[src/rtl/load_store_unit.sv]
// Load/store unit: byte/half/word accesses to a word-wide data memory.
// Sub-word stores are done as read-modify-write, one request in flight.
module load_store_unit #(
    parameter int MEM_ADDR_W = 16
) (
    input  logic        clk,
    input  logic        reset,
    input  logic        req_valid,
    output logic        req_ready,
    input  logic        req_we,
    input  logic [2:0]  req_funct3,
    input  logic [31:0] req_addr,
    input  logic [31:0] req_wdata,
    output logic        resp_valid,
    output logic [31:0] resp_rdata,
    output logic        resp_err,
    output logic        mem_we,
    output logic [31:0] mem_addr,
    output logic [31:0] mem_wdata,
    input  logic [31:0] mem_rdata
);

    localparam logic [1:0] IDLE  = 2'd0;
    localparam logic [1:0] READ  = 2'd1;
    localparam logic [1:0] WRITE = 2'd2;
    localparam logic [1:0] RESP  = 2'd3;

    logic [1:0]            state;
    logic                  we_q;
    logic [2:0]            f3_q;
    logic [MEM_ADDR_W+1:0] addr_q;
    logic [15:0]           wdata_q;
    logic [31:0]           word_q;
    logic [31:0]           rdata_q;
    logic                  err_q;

    logic                  bad;
    logic [7:0]            lane_b;
    logic [15:0]           lane_h;
    logic [31:0]           load_data;
    logic [31:0]           merged;
    logic                  unused;

    // Address bits above the memory window alias back into it.
    assign unused = ^req_addr[31:MEM_ADDR_W+2];

    always_comb begin
        bad = 1'b0;
        if (req_we) begin
            unique case (req_funct3)
                3'b000:  bad = 1'b0;
                3'b001:  bad = req_addr[0];
                3'b010:  bad = |req_addr[1:0];
                default: bad = 1'b1;
            endcase
        end else begin
            unique case (req_funct3)
                3'b000, 3'b100: bad = 1'b0;
                3'b001, 3'b101: bad = req_addr[0];
                3'b010:         bad = |req_addr[1:0];
                default:        bad = 1'b1;
            endcase
        end
    end

    always_comb begin
        lane_b = mem_rdata[{addr_q[1:0], 3'b000} +: 8];
        lane_h = addr_q[1] ? mem_rdata[31:16] : mem_rdata[15:0];
        unique case (f3_q)
            3'b000:  load_data = {{24{lane_b[7]}}, lane_b};
            3'b100:  load_data = {24'b0, lane_b};
            3'b001:  load_data = {{16{lane_h[15]}}, lane_h};
            3'b101:  load_data = {16'b0, lane_h};
            default: load_data = mem_rdata;
        endcase
    end

    always_comb begin
        merged = mem_rdata;
        if (f3_q[1:0] == 2'b00)
            merged[{addr_q[1:0], 3'b000} +: 8] = wdata_q[7:0];
        else
            merged[{addr_q[1], 4'b0000} +: 16] = wdata_q;
    end

    always_ff @(posedge clk or posedge reset) begin
        if (reset) begin
            state   <= IDLE;
            we_q    <= 1'b0;
            f3_q    <= 3'b0;
            addr_q  <= '0;
            wdata_q <= 16'b0;
            word_q  <= 32'b0;
            rdata_q <= 32'b0;
            err_q   <= 1'b0;
        end else begin
            unique case (state)
                IDLE: begin
                    rdata_q <= 32'b0;
                    err_q   <= 1'b0;
                    if (req_valid) begin
                        we_q    <= req_we;
                        f3_q    <= req_funct3;
                        addr_q  <= req_addr[MEM_ADDR_W+1:0];
                        wdata_q <= req_wdata[15:0];
                        if (bad) begin
                            err_q <= 1'b1;
                            state <= RESP;
                        end else if (req_we && req_funct3 == 3'b010) begin
                            word_q <= req_wdata;
                            state  <= WRITE;
                        end else begin
                            state <= READ;
                        end
                    end
                end
                READ: begin
                    if (we_q) begin
                        word_q <= merged;
                        state  <= WRITE;
                    end else begin
                        rdata_q <= load_data;
                        state   <= RESP;
                    end
                end
                WRITE: state <= RESP;
                RESP: begin
                    rdata_q <= 32'b0;
                    err_q   <= 1'b0;
                    state   <= IDLE;
                end
            endcase
        end
    end

    assign req_ready  = (state == IDLE);
    assign resp_valid = (state == RESP);
    assign resp_rdata = rdata_q;
    assign resp_err   = err_q;
    assign mem_we     = (state == WRITE);
    assign mem_addr   = {{(32-MEM_ADDR_W){1'b0}}, addr_q[MEM_ADDR_W+1:2]};
    assign mem_wdata  = word_q;

endmodule

[config.mk]
export PLATFORM = sky130hd
export DESIGN_NAME = load_store_unit
export DESIGN_NICKNAME = d
export VERILOG_FILES = /design/src/rtl/load_store_unit.sv
export SDC_FILE = /design/constraint.sdc
export NUM_CORES = 1
export LEC_CHECK = 0
export BUFFER_PORTS_ARGS = -buffer_cell sky130_fd_sc_hd__buf_2
export CORE_MARGIN = 5
export CORE_UTILIZATION = 50
export DETAILED_ROUTE_END_ITERATION = 10
export GPL_TIMING_DRIVEN = 0
export PLACE_DENSITY = 0.75
export SYNTH_ARGS = -nofsm -noshare
export SYNTH_HDL_FRONTEND = slang
export SYNTH_SLANG_ARGS = --single-unit
[constraint.sdc]
create_clock -name clk -period 3.7 [get_ports clk]
set_input_delay 0.37 -clock clk [delete_from_list [all_inputs] [get_ports clk]]
set_output_delay 0.37 -clock clk [all_outputs]
set_load 0.01 [all_outputs]
== After elaboration in Yosys (flattened, before gate mapping) ==
Index checks and enable logic that the tools add are counted.

* Shifts and indexed selects: 5
* Reductions and logical operators: 15
* Equal/unequal tests: 15
* Add/sub/neg operators: 2
* Bitwise operators: 0
* Multiplexer cells: 23
* $mul: 0
* Divide/modulo/power cells: 0
* Magnitude comparators: 0

{| class="wikitable"
|+ Operators by type and width
! kind !! number
|-
| 32-bit two-way mux || 6
|-
| 32-bit case mux with 2 select lines || 2
|-
| 32-bit case mux with 4 select lines || 1
|-
| 32-bit bitwise mux || 2
|-
| 16-bit by 7-bit variable shift with 32-bit output, first input constant || 1
|-
| 8-bit by 7-bit variable shift with 32-bit output, first input constant || 1
|-
| 16-bit by 7-bit indexed part select with 32-bit output || 1
|-
| 32-bit by 6-bit indexed part select with 8-bit output || 1
|-
| 8-bit by 7-bit indexed part select with 32-bit output || 1
|-
| 16-bit two-way mux || 1
|-
| 5-bit negation with 7-bit output || 2
|-
| 3-bit == test, second input constant || 4
|-
| 2-bit != test, second input constant || 4
|-
| 2-bit case mux with 4 select lines || 1
|-
| 2-bit OR reduction || 4
|-
| 3-bit by 1-bit == test with 1-bit output, second input constant || 2
|-
| 3-bit zero test || 2
|-
| 2-bit two-way mux || 3
|-
| 1-bit case mux with 3 select lines || 2
|-
| 2-bit nonzero test || 3
|-
| 5-bit AND reduction || 1
|-
| 2-bit == test, second input constant || 2
|-
| 2-bit zero test || 2
|-
| 1-bit two-way mux || 4
|-
| 6 further kinds || 7
|}

* Output and inout port bits: 100
* Bits of input ports: 103
* Flip-flop bits (word level): 105
* Word-level logic and storage cells: 68
* ROM bits: 0
* Memories kept: 0
* RAM bits: 0
* Latch bits: 0

== Logic depth before layout (Yosys ltp) ==
* Word-level depth: 7
* Gate-level depth with buffers: 9
* Gate-level depth less buffers: 6

== Worst setup path after synthesis ==
OpenSTA, ideal clock, no wires.

* Kind: register to register
* From: register addr_q[1]
* To: register word_q[0], in the netlist mem_wdata[0]
* Cell stages (with the launch flop): 10
* Period minus slack after synthesis: 2.151 ns
* Slack: 1.549 ns
* Arrival: 2.087 ns
* Path buffers: 3
* Cells stage by stage: dfrtp_1 > buf_2 > buf_2 > inv_1 > ha_1 > nor4bb_1 > clkbuf_1 > a221oi_1 > a211oi_1 > mux2_2

* Word-level cells in the longest chain between the ends: 6
* Elaborated cells on any way between the ends: 11
* Classes of those cells: add/sub: 2; shift: 4; mux: 5

{| class="wikitable"
|+ RTL lines
! item !! line !! RTL
|-
| start, declared || 31 || <nowiki>logic [MEM_ADDR_W+1:0] addr_q;</nowiki>
|-
| start signal, assigned || 104 || <nowiki>addr_q <= req_addr[MEM_ADDR_W+1:0];</nowiki>
|-
| 5-bit negation with 7-bit output, on equally long branches || 83, 81 ||
|-
| 16-bit by 7-bit indexed part select with 32-bit output, or another cell as far along || 83 || <nowiki>merged[{addr_q[1], 4'b0000} +: 16] = wdata_q;</nowiki>
|-
| 32-bit bitwise mux, on equally long branches || 83, 81 ||
|-
| 32-bit two-way mux * || 80 || <nowiki>if (f3_q[1:0] == 2'b00)</nowiki>
|-
| 32-bit two-way mux * || 118 || <nowiki>if (we_q) begin</nowiki>
|-
| 32-bit case mux with 2 select lines * || 97 || <nowiki>unique case (state)</nowiki>
|-
| end signal, assigned || 110 || <nowiki>word_q <= req_wdata;</nowiki>
|-
| end signal, assigned || 119 || <nowiki>word_q <= merged;</nowiki>
|-
| end, declared || 33 || <nowiki>logic [31:0] word_q;</nowiki>
|}

Mark *: on every way between the ends. The rest lies on a longest branch, timed or not. The select of a mux whose other input is x is not followed.
A chain may end at the register's enable or synchronous reset.

== Worst setup path in the final report ==
Ends and elaborated chain as after synthesis.

==> flow_summary.ini <==
[status]
status = finished, final reports clean

[grt]
grt.total_usage_pct = 25.7
grt-ovfl-total = 0
antenna_found_initial = 1
grt_pass1_wl_um = 28800
grt_max_degree = 62
first_global_vias = 5215

[clock_network]
clock_path_buffers = 2
post_cts_buffers = 0
clkSlewWorstSetupHoldPaths_ns = 0.07
cts_inserted_buffers = 9
cts_sinks = 105
cts_root_buffer = clkbuf_16
cts_hold_buf = 0
clock_latency_ns = 0.35
cts_tree = yes
htree_levels = 3
post_cts_resize_count = 0

[logic_synthesis]
synthArstFlopShare_pct = 100
synth_top_area_cell = dfrtp_1
synth_top_cell_area_share_pct = 43.7
yosys_register_bits = 105
yosysSeqAreaShare_pct = 43.7
netlist-cell-type-count = 45
avgSynthCellArea_sq_um = 11.1
ys.flop_type = dfrtp_1
synthTopCellsByArea = dfrtp_1 44%, mux2_2 13%, mux2i_1 6.2%
syn_area_sq_mm = 0.00602
synth_edf_count = 0
ys_warn_count = 0
postSynthCellCount = 544

[cells_and_area]
finish.instance_area_sq_mm = 0.00740
syn2layout_area_growth_pct = 23.0
multi_input_area_sq_mm = 0.00290
final_core_util_pct = 62.1
num-fill-cells = 1033
seq_area_sq_mm = 0.00263
drive_gt1_share_pct = 42.6
nets = 855

[die]
pin_count = 203
core_sq_mm = 0.0119
die_width_um = 120
start_util_pct = 50.5
fp-row-count = 40
die_h_um = 120
dieArea_sq_mm = 0.0143

[worst_setup_path]
worstPathArrival_ns = 3.14
reg2reg_to = mem_wdata[0]
crit_path_max_fanout = 10
critPathCaptureType = flip-flop
cp-start-kind = flip-flop
rr_worst_depth = 9
reg2reg_from = addr_q[1]
critPathLaunch = addr_q[1]
r2r_setup_slack_ns = 0.85
crit_type = flip-flop to flip-flop
worstPathRequired_ns = 3.99

[flow_run]
drv_cap = 0

[routing]
drtIter0Drc = 425
wl_um = 18600
drc_errors = 0
dr.pass1.iters = 5
avgRoutedWirePerCell_um = 20.9
antenna_left = 0
vias = 5247
vias_per_cell = 5.88

[placement]
port-buffer-count = 172
dp_hpwl_um = 14500
placed_cell_area_sq_mm = 0.00715
gp_congestion = 0.948

[power]
p_leak_nw = 3.58
power_per_cell_area_mw_per_mm2 = 914
ir_drop_uv = 453

[timing]
slew_headroom_pct = 48.3
finalMaxSlewViolations = 0
fmax_mhz = 351
setup_viol = 0
worst_pin_slew_ns = 0.775
finClkSkew_ns = 0.00589
hold_viol = 0
fin_crit_ns = 2.85
period_share_pct = 76.9
rsz0062_at_grt = false

[hold_path]
hp-class = primary input to asynchronous set/reset pin
logic make-up after synthesis:
kind of cell	after synthesis	share of synthesized area, %
adders and majority gates	9	1.87
and+or+nand+nor	90	7.09
buffers and inverters	90	9.17
AOI/OAI and AO/OA	138	17.4
muxes	111	20.7
other	1	0.0623
DFF	105	43.7
sequential cells by signal, indices dropped and copies added (netlist names):
signal      count
addr_q         18
f3_q            3
mem_wdata      32
resp_err        1
resp_rdata     32
state           2
wdata_q        16
we_q            1
worst max-delay path: stages, from the launching register on:
cell      delay (ns)
dfrtp_1         0.38
buf_2           0.19
buf_2           0.28
inv_1           0.20
ha_1            0.37
nor4bb_1        0.29
clkbuf_1        0.38
a221oi_1        0.14
a211oi_1        0.34
mux2_2          0.22
cell type report:
type / instances / area share [%]
multi-input combinational: 364 / 39.1
sequential: 105 / 35.5
timing repair buffer: 173 / 12.0
buffer: 74 / 6.64
clock buffer: 9 / 3.04
tap: 147 / 2.49
inverter: 16 / 0.845
clock inverter: 4 / 0.321
antenna: 1 / 0.0338
layout by cell type, fill, tap and decap left out, drive strengths merged, types with 2 or more instances in the layout:
cell    netlist  final
buf          57    230
dfrtp       105    105
mux2         70     70
nor2         43     43
mux2i        37     37
a211oi       33     33
a221oi       32     32
clkbuf       17     26
o21ai        25     25
nand2        22     22
a221o        20     20
conb          1     16
inv          15     15
a21oi        10     10
ha            9      9
o22ai         7      7
nand2b        6      6
clkinv        1      5
mux4          4      4
nor4bb        3      3
o41ai         2      2
and3          2      2
nor2b         2      2
and2          2      2
o221ai        2      2
o21bai        2      2
a32o          2      2
nor3b         2      2
power breakdown:
group / switching (W) / internal, W
Combinational: 0.00201 / 0.00175
Sequential: 0.000423 / 0.00172
Clock: 0.000412 / 0.000443
Total: 0.00285 / 0.00391
stage by stage:
| step | hold WS (ns) | TNS (ns) | std cells | power, W | setup slack (ns) |
|---|---|---|---|---|---|
| after floorplan | 0.481 | 0 | 559 | 0.00464 | 0.569 |
| after CTS | 0.109 | 0 | 892 | 0.00676 | 0.929 |
| after global routing | 0.139 | 0 | 893 | 0.00719 | 0.697 |
| final | 0.0860 | 0 | 893 | 0.00676 | 0.854 |
| after detailed placement | 0.469 | 0 | 879 | 0.00589 | 0.943 |
| after global placement | 0.457 | -59.56 | 878 | 0.00578 | -0.573 |
Yosys cell counts (2+ instances only):
| cell type | count |
|---|---|
| a211oi_1 | 32 |
| a21oi_1 | 10 |
| a221o_1 | 20 |
| a221oi_1 | 32 |
| a32o_1 | 2 |
| and2_1 | 2 |
| and3_1 | 2 |
| buf_1 | 3 |
| buf_2 | 9 |
| buf_4 | 36 |
| buf_6 | 9 |
| clkbuf_1 | 17 |
| dfrtp_1 | 105 |
| ha_1 | 9 |
| inv_1 | 15 |
| mux2_2 | 70 |
| mux2i_1 | 37 |
| mux4_2 | 4 |
| nand2_1 | 22 |
| nand2b_1 | 6 |
| nor2_1 | 43 |
| nor2b_1 | 2 |
| nor4bb_1 | 3 |
| o21ai_0 | 24 |
| o21bai_1 | 2 |
| o221ai_1 | 2 |
| o22ai_1 | 7 |
| o41ai_1 | 2 |
layer usage:
layer | GRT usage, % | vias up | share of wire [%]
li1 | - | 2393 | -
met1 | 35.6 | 2581 | 44
met2 | 40.5 | 237 | 46
met3 | 5.04 | 36 | 6.8
met4 | 9.09 | 0 | 2.6
met5 | 0 | - | 0
how the worst max path moves through the flow:
stage                     cells after the start  slack [ns]             end
final                                         9        0.85    mem_wdata[0]
after detailed placement                      9        0.94    mem_wdata[0]
after global routing                          9        0.70   mem_wdata[19]
after global placement                        2       -0.57  resp_rdata[31]
after CTS                                     9        0.93    mem_wdata[0]
after floorplan                               1        0.57       addr_q[0]
Note: power is estimated with default switching activity, not from simulation.
